### src/rtl/fifo_sync_cfg_if.sv
// Producer/consumer-side signal bundle of the configurable synchronous FIFO.
// The master modport belongs to the logic using the FIFO; the slave modport belongs to the FIFO.
interface fifo_sync_cfg_if #(
    parameter int DATA_WIDTH = 8,
    parameter int FIFO_DEPTH = 16,
    parameter int ADDR_WIDTH = $clog2(FIFO_DEPTH)
);
    logic                  wr_en;
    logic [DATA_WIDTH-1:0] data_in;
    logic                  rd_en;
    logic [DATA_WIDTH-1:0] data_out;
    logic                  full;
    logic                  empty;
    logic                  almost_full;
    logic                  almost_empty;
    logic [ADDR_WIDTH:0]   af_thresh;
    logic [ADDR_WIDTH:0]   ae_thresh;
    logic [ADDR_WIDTH:0]   fifo_count;
    logic                  overflow;
    logic                  underflow;
    logic                  err_clr;
    logic [ADDR_WIDTH:0]   high_water;

    modport master (
        output wr_en, data_in, rd_en, af_thresh, ae_thresh, err_clr,
        input  data_out, full, empty, almost_full, almost_empty,
               fifo_count, overflow, underflow, high_water
    );

    modport slave (
        input  wr_en, data_in, rd_en, af_thresh, ae_thresh, err_clr,
        output data_out, full, empty, almost_full, almost_empty,
               fifo_count, overflow, underflow, high_water
    );
endinterface

### src/rtl/fifo_sync_cfg.sv
// Parametrised single-clock FIFO with standard or first-word-fall-through reads,
// run-time almost-full/empty thresholds, sticky error flags and a high-water monitor.
module fifo_sync_cfg #(
    parameter int DATA_WIDTH = 8,
    parameter int FIFO_DEPTH = 16,
    parameter int FWFT       = 0,
    parameter int ADDR_WIDTH = $clog2(FIFO_DEPTH)
) (
    input  logic             clk,
    input  logic             rst,
    fifo_sync_cfg_if.slave   bus
);
    localparam logic [ADDR_WIDTH:0] DEPTH_CNT = (ADDR_WIDTH + 1)'(FIFO_DEPTH);
    localparam logic [ADDR_WIDTH:0] ONE_CNT   = (ADDR_WIDTH + 1)'(1);

    logic [DATA_WIDTH-1:0] mem [FIFO_DEPTH];
    logic [ADDR_WIDTH-1:0] wr_ptr;
    logic [ADDR_WIDTH-1:0] rd_ptr;
    logic [ADDR_WIDTH:0]   count;
    logic [ADDR_WIDTH:0]   count_next;
    logic [ADDR_WIDTH:0]   high_water_q;
    logic                  overflow_q;
    logic                  underflow_q;
    logic                  full;
    logic                  empty;
    logic                  wr_acc;
    logic                  rd_acc;
    logic                  ovf_set;
    logic                  udf_set;

    // Accept decisions use pre-edge occupancy only; a write never bypasses to a same-cycle read.
    always_comb begin
        full       = (count == DEPTH_CNT);
        empty      = (count == '0);
        wr_acc     = bus.wr_en && !full;
        rd_acc     = bus.rd_en && !empty;
        ovf_set    = bus.wr_en && full;
        udf_set    = bus.rd_en && empty;
        count_next = count;
        if (wr_acc && !rd_acc) begin
            count_next = count + ONE_CNT;
        end else if (rd_acc && !wr_acc) begin
            count_next = count - ONE_CNT;
        end
    end

    always_ff @(posedge clk or posedge rst) begin
        if (rst) begin
            wr_ptr       <= '0;
            rd_ptr       <= '0;
            count        <= '0;
            overflow_q   <= 1'b0;
            underflow_q  <= 1'b0;
            high_water_q <= '0;
        end else begin
            if (wr_acc) wr_ptr <= wr_ptr + 1'b1;
            if (rd_acc) rd_ptr <= rd_ptr + 1'b1;
            count <= count_next;
            // A new error in the same cycle as err_clr wins, so the flag stays set.
            overflow_q  <= ovf_set | (overflow_q  & ~bus.err_clr);
            underflow_q <= udf_set | (underflow_q & ~bus.err_clr);
            if (bus.err_clr || (count_next > high_water_q)) begin
                high_water_q <= count_next;
            end
        end
    end

    // NOTE: the storage array is deliberately left out of reset; the pointers and
    // count define which words are valid, and a resettable array would not map onto RAM.
    always_ff @(posedge clk) begin
        if (wr_acc) mem[wr_ptr] <= bus.data_in;
    end

    generate
        if (FWFT != 0) begin : g_fwft
            assign bus.data_out = empty ? '0 : mem[rd_ptr];
        end else begin : g_std
            logic [DATA_WIDTH-1:0] dout_q;

            always_ff @(posedge clk or posedge rst) begin
                if (rst) begin
                    dout_q <= '0;
                end else if (rd_acc) begin
                    dout_q <= mem[rd_ptr];
                end
            end

            assign bus.data_out = dout_q;
        end
    endgenerate

    assign bus.full         = full;
    assign bus.empty        = empty;
    assign bus.almost_full  = (count >= bus.af_thresh);
    assign bus.almost_empty = (count <= bus.ae_thresh);
    assign bus.fifo_count   = count;
    assign bus.overflow     = overflow_q;
    assign bus.underflow    = underflow_q;
    assign bus.high_water   = high_water_q;
endmodule
### src/flat_wrapper.sv
// flat-port wrapper written by rule: the top's interface ports become plain ports
module fifo_sync_cfg_flat 
#(
    parameter int DATA_WIDTH = 8,
    parameter int FIFO_DEPTH = 16,
    parameter int FWFT       = 0,
    parameter int ADDR_WIDTH = $clog2(FIFO_DEPTH)
)
  (clk, rst, bus_wr_en, bus_data_in, bus_rd_en, bus_af_thresh, bus_ae_thresh, bus_err_clr, bus_data_out, bus_full, bus_empty, bus_almost_full, bus_almost_empty, bus_fifo_count, bus_overflow, bus_underflow, bus_high_water);
  fifo_sync_cfg_if #(.DATA_WIDTH(DATA_WIDTH), .FIFO_DEPTH(FIFO_DEPTH), .ADDR_WIDTH(ADDR_WIDTH)) bus_i ();
  input  logic clk;
  input  logic rst;
  input wire logic [$bits(bus_i.wr_en)-1:0] bus_wr_en;
  input wire logic [$bits(bus_i.data_in)-1:0] bus_data_in;
  input wire logic [$bits(bus_i.rd_en)-1:0] bus_rd_en;
  input wire logic [$bits(bus_i.af_thresh)-1:0] bus_af_thresh;
  input wire logic [$bits(bus_i.ae_thresh)-1:0] bus_ae_thresh;
  input wire logic [$bits(bus_i.err_clr)-1:0] bus_err_clr;
  output wire logic [$bits(bus_i.data_out)-1:0] bus_data_out;
  output wire logic [$bits(bus_i.full)-1:0] bus_full;
  output wire logic [$bits(bus_i.empty)-1:0] bus_empty;
  output wire logic [$bits(bus_i.almost_full)-1:0] bus_almost_full;
  output wire logic [$bits(bus_i.almost_empty)-1:0] bus_almost_empty;
  output wire logic [$bits(bus_i.fifo_count)-1:0] bus_fifo_count;
  output wire logic [$bits(bus_i.overflow)-1:0] bus_overflow;
  output wire logic [$bits(bus_i.underflow)-1:0] bus_underflow;
  output wire logic [$bits(bus_i.high_water)-1:0] bus_high_water;
  assign bus_i.wr_en = bus_wr_en;
  assign bus_i.data_in = bus_data_in;
  assign bus_i.rd_en = bus_rd_en;
  assign bus_i.af_thresh = bus_af_thresh;
  assign bus_i.ae_thresh = bus_ae_thresh;
  assign bus_i.err_clr = bus_err_clr;
  assign bus_data_out = bus_i.data_out;
  assign bus_full = bus_i.full;
  assign bus_empty = bus_i.empty;
  assign bus_almost_full = bus_i.almost_full;
  assign bus_almost_empty = bus_i.almost_empty;
  assign bus_fifo_count = bus_i.fifo_count;
  assign bus_overflow = bus_i.overflow;
  assign bus_underflow = bus_i.underflow;
  assign bus_high_water = bus_i.high_water;
  fifo_sync_cfg #(.DATA_WIDTH(DATA_WIDTH), .FIFO_DEPTH(FIFO_DEPTH), .FWFT(FWFT), .ADDR_WIDTH(ADDR_WIDTH)) u_core (.clk(clk), .rst(rst), .bus(bus_i));
endmodule
### config.mk
export PLATFORM = sky130hd
export DESIGN_NAME = fifo_sync_cfg_flat
export DESIGN_NICKNAME = d
export VERILOG_FILES = /design/src/rtl/fifo_sync_cfg_if.sv /design/src/rtl/fifo_sync_cfg.sv /design/src/flat_wrapper.sv
export SDC_FILE = /design/constraint.sdc
export NUM_CORES = 1
export LEC_CHECK = 0
export ABC_AREA = 0
export CAP_MARGIN = 25
export CORE_MARGIN = 1.5
export CORE_UTILIZATION = 50
export DETAILED_ROUTE_END_ITERATION = 12
export PLACE_DENSITY = 0.75
export SETUP_SLACK_MARGIN = 0.2
export SLEW_MARGIN = 20
export SYNTH_ARGS = -nofsm -noshare
export SYNTH_HDL_FRONTEND = slang
export SYNTH_SLANG_ARGS = --single-unit
### constraint.sdc
create_clock -name clk -period 8 [get_ports clk]
set_input_delay 0.8 -clock clk [delete_from_list [all_inputs] [get_ports clk]]
set_output_delay 0.8 -clock clk [all_outputs]
set_load 0.05 [all_outputs]
==> results.txt, run 1 <==
At the pin with the least slew margin, the transition time is 0.7102 ns. The routed design could run at a clock period as short as 3.944 ns. The setup-violating endpoint count in the final report was 0. Counting every instance in the synthesized netlist gives 381. The library cells used most frequently in the layout, excluding fill and tap cells, are edfxtp_1 (128), clkdlybuf4s50_1 (46), mux4_2 (32).

Once routing completed, OpenROAD measured the worst setup slack at 4.056 ns. The placed instances occupy a cell area of 7257 sq um. The count of input and output buffers came out at 46. Among the stages of the critical path, the cell type that occurs most often is o21a_1. In the routed layout, each cell is associated on average with a via count of 5.579.

Clock buffer count from CTS: 17. The slowest cell on the critical path is clkdlybuf4s50_1. Post-synthesis net count: 426. STA classifies the critical path endpoint as a primary output.

Timing would allow up to 253.6 MHz. The first-iteration detailed-routing DRC count came out at 249. The path class of the lowest-slack min-delay path was register to register. The first-pass GRT wire length is 19,540 microns. The final cell area excluding filler cells was 7861 sq um; the biggest cell delay along the critical path was 0.82 ns.

The run gives 0 as the number of warnings issued by yosys. For this design the top-level I/O count stands at 47. The number of setup buffers added after CTS is 0. Relative to the synthesized area, the layout overhead comes to 18.84%.

After clock tree synthesis, the flow added hold-fix buffers numbering 0. VDD sags by at most 0.1911 mV. Cells with a size suffix above 1 make up 17.86% of the layout.

The worst setup path is of the input port to primary output kind. For this block, wires on met1 add up to 5543 microns. Global routing used 18.93% of the available tracks across all layers. The largest fanout on the critical path works out to 2. After synthesis, the share of cell area in mux cells is 14.62%. The register bit total from synthesis came out at 156.

For the maximum number of pins on one net before global-route repair, the log shows 33. After filler insertion, the fill cell instance count of the layout stands at 899. Sequential cells were found to cover 68.70% of the synthesized design area.

In the finished design, the share of the clock period the worst path needs comes to 49.30%. Setup repair after global routing left no endpoint under its margin. Highest metal layer with signal wires: met4. The run gives 0 as the post-cts resize count. The H-tree was split into 4 levels. For this design, the sink count on the clock tree is 156.

From bottom edge to top edge, the die measures 118.0 microns. The number of global-route vias before repair was 3,501; the detailed-routed wire length on met3 was 672 microns. The clock skew after layout came out at 0.008698 ns. The synthesized netlist devotes 3.764% of its cell area to compound gates. The remaining number of nets flagged by the antenna check after routing is 0. The relative max-transition margin was 52.65%. Routability-driven placement finished with a final weighted congestion of 0.7911. The x dimension of the die is 118.0 microns. The share of async-settable or async-resettable flops after synthesis came out at 17.95%. A synthesized cell averages 17.36 sq um. The overall die area came out at 13,930 sq um. The max-slew violation count is 0, and the areal power density over the cells is 381.9 nW/um^2.

The flow ran to the end, and the final reports show no timing, DRC or antenna violations. On the critical path the largest part of the delay comes from buffers and inverters. The count of buffering cells on the critical path with inverters included was 3; the first-pass iteration count of the detailed router was 4.

TritonCTS built the clock tree. Synthesized cell area: 6615 sq um. Combinational family with the most area after synthesis: multiplexers.

The worst setup path is launched from an input port. After Yosys synthesis, and, or, nand and nor cells account for 5.069% of the synthesized area. The number of antenna violations at the first check in global routing is 0.

After synthesis, the netlist uses 41 different library cells. At the worst endpoint, the required time is 7.20 ns. In the routed design, unresolved DRC markers number 0.

Share of synthesized cell area in full adder, half adder and majority cells: 4.161%. Traced cell by cell, the critical path runs through clkdlybuf4s50_1, inv_1, ha_1, nor2b_1, o21a_1, o21a_1, o21a_1, o22ai_1, clkdlybuf4s50_1. After detailed routing, the met2 layer carries 5981 microns of wire. At the placement stage, the worst setup path has a slack of 4.026 ns.

At the later pin of the worst-skew pair, clock insertion delay measures 0.41 ns. For the worst setup path, the data arrival time is 3.14 ns. Maximum clock insertion buffer count: 2. Final layout net count: 481. Across the run, the number of max-cap violations was 0. In the final routed layout, each cell accounts on average for 19.80 microns. The repair_antennas step left the layout with diodes totalling 0.

The routed design has 12,270 microns of wire. Yosys mapped a number of flops with a built-in enable equal to 128. The post-detailed-placement half-perimeter wirelength is 7900 microns, and the core region area is 12,770 sq um. After Yosys synthesis, XOR and XNOR cells account for 1.305% of the synthesized area. The analysis attributes to cell leakage a power of 0.002845 uW. For the number of hold violations in the final report, the log shows 0. Summed over all failing endpoints, the final setup total negative slack is 0 ns. After layout, the design draws a total of 3003 uW. The floorplan has 41 rows. Detailed routing inserted a total of 3,459 vias.

In this run the clock root is driven by a clkbuf_16. The initial cell density of the core is 51.79%. Leaving out fill and tap cells, the most frequent cell in the layout is edfxtp_1. The predominant post-synthesis flop cell is edfxtp_1. For this run the aggregate overflow at the end of global routing stands at 0. After clock tree synthesis, the clock-pin slew on the worst setup and hold paths is 0.05 ns.
synth_stat cells, drive strengths merged, types with 2 or more instances:
library cell | instances | area (sq um)
o21a | 3 | 22.52
dfrtp | 28 | 700.7
edfxtp | 128 | 3844
nand3 | 2 | 10.01
buf | 9 | 45.05
mux2i | 10 | 100.1
mux2 | 13 | 146.4
and2 | 12 | 75.07
nand4 | 4 | 25.02
xnor2 | 9 | 86.34
o21ai | 9 | 45.04
ha | 22 | 275.3
inv | 25 | 93.84
a21oi | 9 | 45.04
nor2 | 14 | 52.55
nand2 | 18 | 67.56
nor2b | 2 | 12.51
and4 | 4 | 35.03
a21o | 4 | 30.03
mux4 | 32 | 720.7
o22ai | 3 | 18.77
clkbuf | 5 | 18.77
a211oi | 3 | 40.04
a22oi | 2 | 15.01
flip-flops by register name (all words and copies together), names as in the netlist:
signal,count
u_core.mem,128
u_core.bus.data_out,8
u_core.bus.fifo_count,5
u_core.bus.high_water,5
u_core.rd_ptr,4
u_core.wr_ptr,4
u_core.bus.overflow,1
u_core.bus.underflow,1
cell families (layout without fill, tap and decap cells):
group           Yosys count  after routing
mux                      55             55
flops                   156            156
buf+inv                  39            106
simple gates             63             63
fa+ha+maj                22             22
compound gates           37             37
xor+xnor                  9              9
stage by stage:
stage | utilization [%] | cells | hold WS (ns)
after floorplan | - | 381 | 0.5288
after global placement | 56.81 | 589 | 0.4599
after detailed placement | 56.81 | 589 | 0.4711
after CTS | 61.54 | 620 | 0.4837
after global routing | 61.54 | 620 | 0.5011
final | 61.54 | 620 | 0.4742
worst register-to-register path: cells and delay by family (launching register included):
family                   cells  cell delay [ns]
AO/OA/AOI/OAI                4             0.66
adder cells (fa/ha/maj)      2             0.57
buffers and inverters        1             0.18
flip-flops                   1             0.46
multiplexers                 1             0.38
AND/OR/NAND/NOR              4             1.47
report_power, final:
group	switching [uW]	total, uW	internal, uW
clock	299	820	520
sequential	97.0	1110	1010
combinational	606	1070	467
total	1000	3000	2000
per-layer routing:
metal / GRT usage, % / vias to the layer above
met2: 28.33 / 87
met3: 4.797 / 8
met1: 27.42 / 1776
li1: - / 1588
met5: 0 / -
met4: 6.250 / 0
cell type report:
cell class	instances	area, sq um	area share (%)
tap	172	215.2	2.738
multi-input combinational	186	1913	24.34
clock inverter	11	167.7	2.133
inverter	25	93.84	1.194
sequential	156	4544	57.81
timing repair buffer	50	490.5	6.239
clock buffer	20	436.7	5.555
worst paths after layout:
check / from / end / slack (ns) / cells past startpoint
setup / recovery: bus_ae_thresh[1] / bus_almost_empty / 4.06 / 9
hold reg to reg: u_core.bus.data_out[3] / u_core.bus.data_out[3] / 0.47 / 2
setup reg to reg: u_core.bus.fifo_count[0] / u_core.bus.high_water[2] / 4.15 / 12
hold / removal: u_core.bus.data_out[3] / u_core.bus.data_out[3] / 0.47 / 2
min in group asynchronous: rst / u_core.bus.high_water[3] / 0.77 / 3
max in group asynchronous: rst / u_core.bus.data_out[3] / 6.94 / 3
Power figures use the tool's default switching activity.
==> inputs of run 2 (changes only) <==
Settings changed: PLACE_DENSITY 0.75 to 0.77.
Clock period 8 ns to 3.5 ns, I/O delays scaled along.
==> run 2 against run 1 <==
Cell count is 2.7% higher. Combinational power grew to 2.7 times the previous value. Count of clock-buffer cells in the layout is 1 lower. Critical path type is now register to register. Largest power group is now combinational cells. Via count is 3.0% higher.
==> results.txt, run 2 (synthesis results as in run 1) <==
The flow ran to the end, and the final reports show no timing, DRC or antenna violations. The tools report the first-pass GRT wire length as 20,180 microns (was 19,540 microns). The H-tree depth is 4 (unchanged), and the clock-pin transition on the worst setup and hold timing paths is 0.06 ns (was 0.05 ns). The run gives 0.08554 ns (was 4.026 ns) as the setup slack at placement. For the remaining number of nets flagged by the antenna check after routing, the log shows 0 (unchanged). The clock skew after layout was 0.007957 ns (was 0.008698 ns); the total number of vias was 3,562 (was 3,459).

The highest metal layer with signal wires was met4 (unchanged). The final layout net count was 497 (was 481). The leading cell type in the layout, fill and taps excluded is edfxtp_1 (unchanged).

The data arrival time of the critical path is 3.61 ns (was 3.14 ns), and the fraction of layout instances using a drive strength above 1 is 25.16% (was 17.86%). The run gives 6711 microns (was 5981 microns) as the routed length on met2. The areal power density over the cells is 890.5 nW/um^2 (was 381.9 nW/um^2). Commonest non-fill, non-tap cells in the layout: edfxtp_1 (128), clkdlybuf4s50_1 (45), mux4_2 (32) (was edfxtp_1 (128), clkdlybuf4s50_1 (46), mux4_2 (32)). The run gives 2 (unchanged) as the maximum clock insertion buffer count. The critical path start-end classification was register to register (was input port to primary output). The kind of end point of the critical path was a register (was a primary output).

The length of routed wiring on met1 was 5508 microns (was 5543 microns). The run gives 41 (unchanged) as the floorplan row count. The global-route congestion overflow total is 0 (unchanged), and the fill cell total of the finished layout is 844 (was 899). The worst IR drop on VDD is 0.4286 mV (was 0.1911 mV), and the number of antenna violations at the first check in global routing is 0 (unchanged).

The clock root buffer is clkbuf_16 (unchanged). The logs give 235 (was 249) for the first-iteration detailed-routing DRC count and 19.68% (was 18.93%) for the total routing usage reported by global routing. The fraction of power consumed by sequential logic was 34.8% (was 37.0%); the flip-flop count of the largest register, all copies and words added was 128 (unchanged).

The pin slew with the least headroom to its limit was 0.6904 ns (was 0.7102 ns). For the clock buffer count from CTS, the log shows 17 (unchanged). The depth of the worst register-to-register path was 12 (unchanged); the initial cell density of the core was 51.79% (unchanged).

The post-detailed-route wirelength per cell was 20.54 microns (was 19.80 microns). The run gives 47 (unchanged) as the I/O pin total. Dividing the final minimum period by the clock period gives 94.80%. The register containing the most flip-flops in the final layout was u_core.mem (unchanged).

The core region area is 12,770 sq um (unchanged). The path class of the lowest-slack min-delay path is input port to asynchronous set/reset pin (was register to register). The area growth from synthesis to layout works out to 22.56% (was 18.84%).

The sum of negative setup slack is 0 ns (unchanged). The count of input and output buffers is 46 (unchanged). The count of clock tree sinks is 156 (unchanged). The number of remaining DRC errors was 0 (unchanged). The portion of total power attributed to combinational logic is 39.7% (was 35.7%), and the peak clock frequency supported by timing is 301.4 MHz. The post-detailed-routing wire length is 13,090 microns (was 12,270 microns). The number of buffers added to fix hold violations after cts is 0 (unchanged). The run gives 0 (unchanged) as the antenna diode count.

Maximum number of pins on one net before global-route repair: 33 (unchanged). The via density per instance is 5.592 (was 5.579), and the last weighted congestion value of the routability-driven placer is 0.8105 (was 0.7911). The detailed-routed wire length on met3 is 655 microns (was 672 microns).

For the max-slew violation count, the log shows 0 (unchanged). For the overall die area, the log shows 13,930 sq um (unchanged). The largest fanout on the critical path is 5 (was 2), and the number of maximum-capacitance violations is 0 (unchanged). The tools report the leakage power summed over all cells as 0.002945 uW (was 0.002845 uW). The required time at the worst-slack endpoint is 3.79 ns (was 7.20 ns), and the clock insertion delay at the later pin of the skew report is 0.42 ns (was 0.41 ns). The internal power component is 4759 uW (was 2000 uW), and the setup-violating endpoint count in the final report is 0 (unchanged).

The x dimension of the die is 118.0 microns (unchanged), and the net switching share of the total power is 34.08% (was 33.38%). The tools report the number of hold violations in the final report as 0 (unchanged). First-pass iteration count of the detailed router: 4 (unchanged). The tools report the worst path setup slack after routing as 0.1819 ns (was 4.056 ns).

TritonCTS built the clock tree. Setup repair after global routing could not meet its margin everywhere. The post-route minimum period came out at 3.318 ns. The tools report the category of the worst setup path launch point as a register (was an input port). The tools report the number of global-route vias before repair as 3,629 (was 3,501). Relative max-transition margin: 53.97% (was 52.65%). The tools report the part of the total power dissipated in the clock network as 25.5% (was 27.3%). The overall die height was 118.0 microns (unchanged); the post-detailed-placement half-perimeter wirelength was 7977 microns (was 7900 microns). The switching power total came out at 2461 uW (was 1002 uW).
run 2: changes by cell type in the layout (fill, tap and decap cells not counted), sizes merged:
cell           before  now
bufinv              4    3
buf                 4   20
clkinvlp            0    3
inv                27   28
clkinv              5    4
clkbuf             20   19
dlymetal6s2s        0    1
clkdlybuf4s50      46   45
run 2: worst paths after layout:
kind                                          start                       end  slack (ns)
setup / recovery           u_core.bus.fifo_count[0]  u_core.bus.high_water[0]        0.18
hold / removal                                  rst  u_core.bus.high_water[2]        0.34
setup reg to reg           u_core.bus.fifo_count[0]  u_core.bus.high_water[0]        0.18
hold reg to reg              u_core.bus.data_out[4]    u_core.bus.data_out[4]        0.47
max in group asynchronous                       rst  u_core.bus.fifo_count[1]        2.85
min in group clk             u_core.bus.data_out[4]    u_core.bus.data_out[4]        0.47
run 2: power groups by stage:
stage          Clock, uW  Combinational (uW)  Sequential, uW
2_1_floorplan          0                1540            2840
3_3_place_gp           0                2500            2520
3_5_place_dp           0                2560            2540
4_1_cts             1860                2640            2500
5_1_grt             1940                3080            2540
6_report            1840                2870            2510
run 2: through the flow:
| stage | instance area (sq um) | power, uW | util [%] | cells | hold slack [ns] |
|---|---|---|---|---|---|
| floorplan | 6656 | 4379 | - | 381 | 0.4152 |
| global placement | 7336 | 5026 | 57.43 | 594 | 0.4604 |
| detailed placement | 7336 | 5105 | 57.43 | 594 | 0.4691 |
| CTS | 7969 | 7001 | 62.39 | 630 | 0.3385 |
| global route | 8108 | 7555 | 63.47 | 637 | 0.3987 |
| finish | 8108 | 7220 | 63.47 | 637 | 0.3390 |
run 2: final cells by class:
cell class              instances  area, sq um  area share (%)
inverters                      25        102.6           1.265
multi-input cells             186         2033           25.08
clock buffers                  19        432.9           5.340
flip-flops and latches        156         4548           56.10
repair buffers                 66        613.1           7.562
clock inverters                13        162.7           2.006
well taps                     172        215.2           2.654
run 2: what timing repair did:
| action | CTS | global route |
|---|---|---|
| buffers inserted | 4 | 7 |
| pin swaps | 4 | 9 |
| gates resized for setup | 1 | 20 |
| endpoints found under the setup margin | 5 | 6 |
run 2: layer usage:
metal	track usage, %	up-vias
met3	4.797	21
met2	31.29	114
li1	-	1625
met5	0	-
met4	8.232	0
met1	26.20	1802
run 2: critical path, cell delays in order, from the launching register on:
cell,delay [ns]
dfrtp_2,0.44
inv_4,0.07
ha_4,0.14
or4b_4,0.50
a211oi_4,0.40
buf_4,0.19
o32ai_4,0.10
ha_1,0.35
nor2b_4,0.13
o211ai_1,0.19
a21oi_2,0.10
nor2_4,0.24
mux2_4,0.33
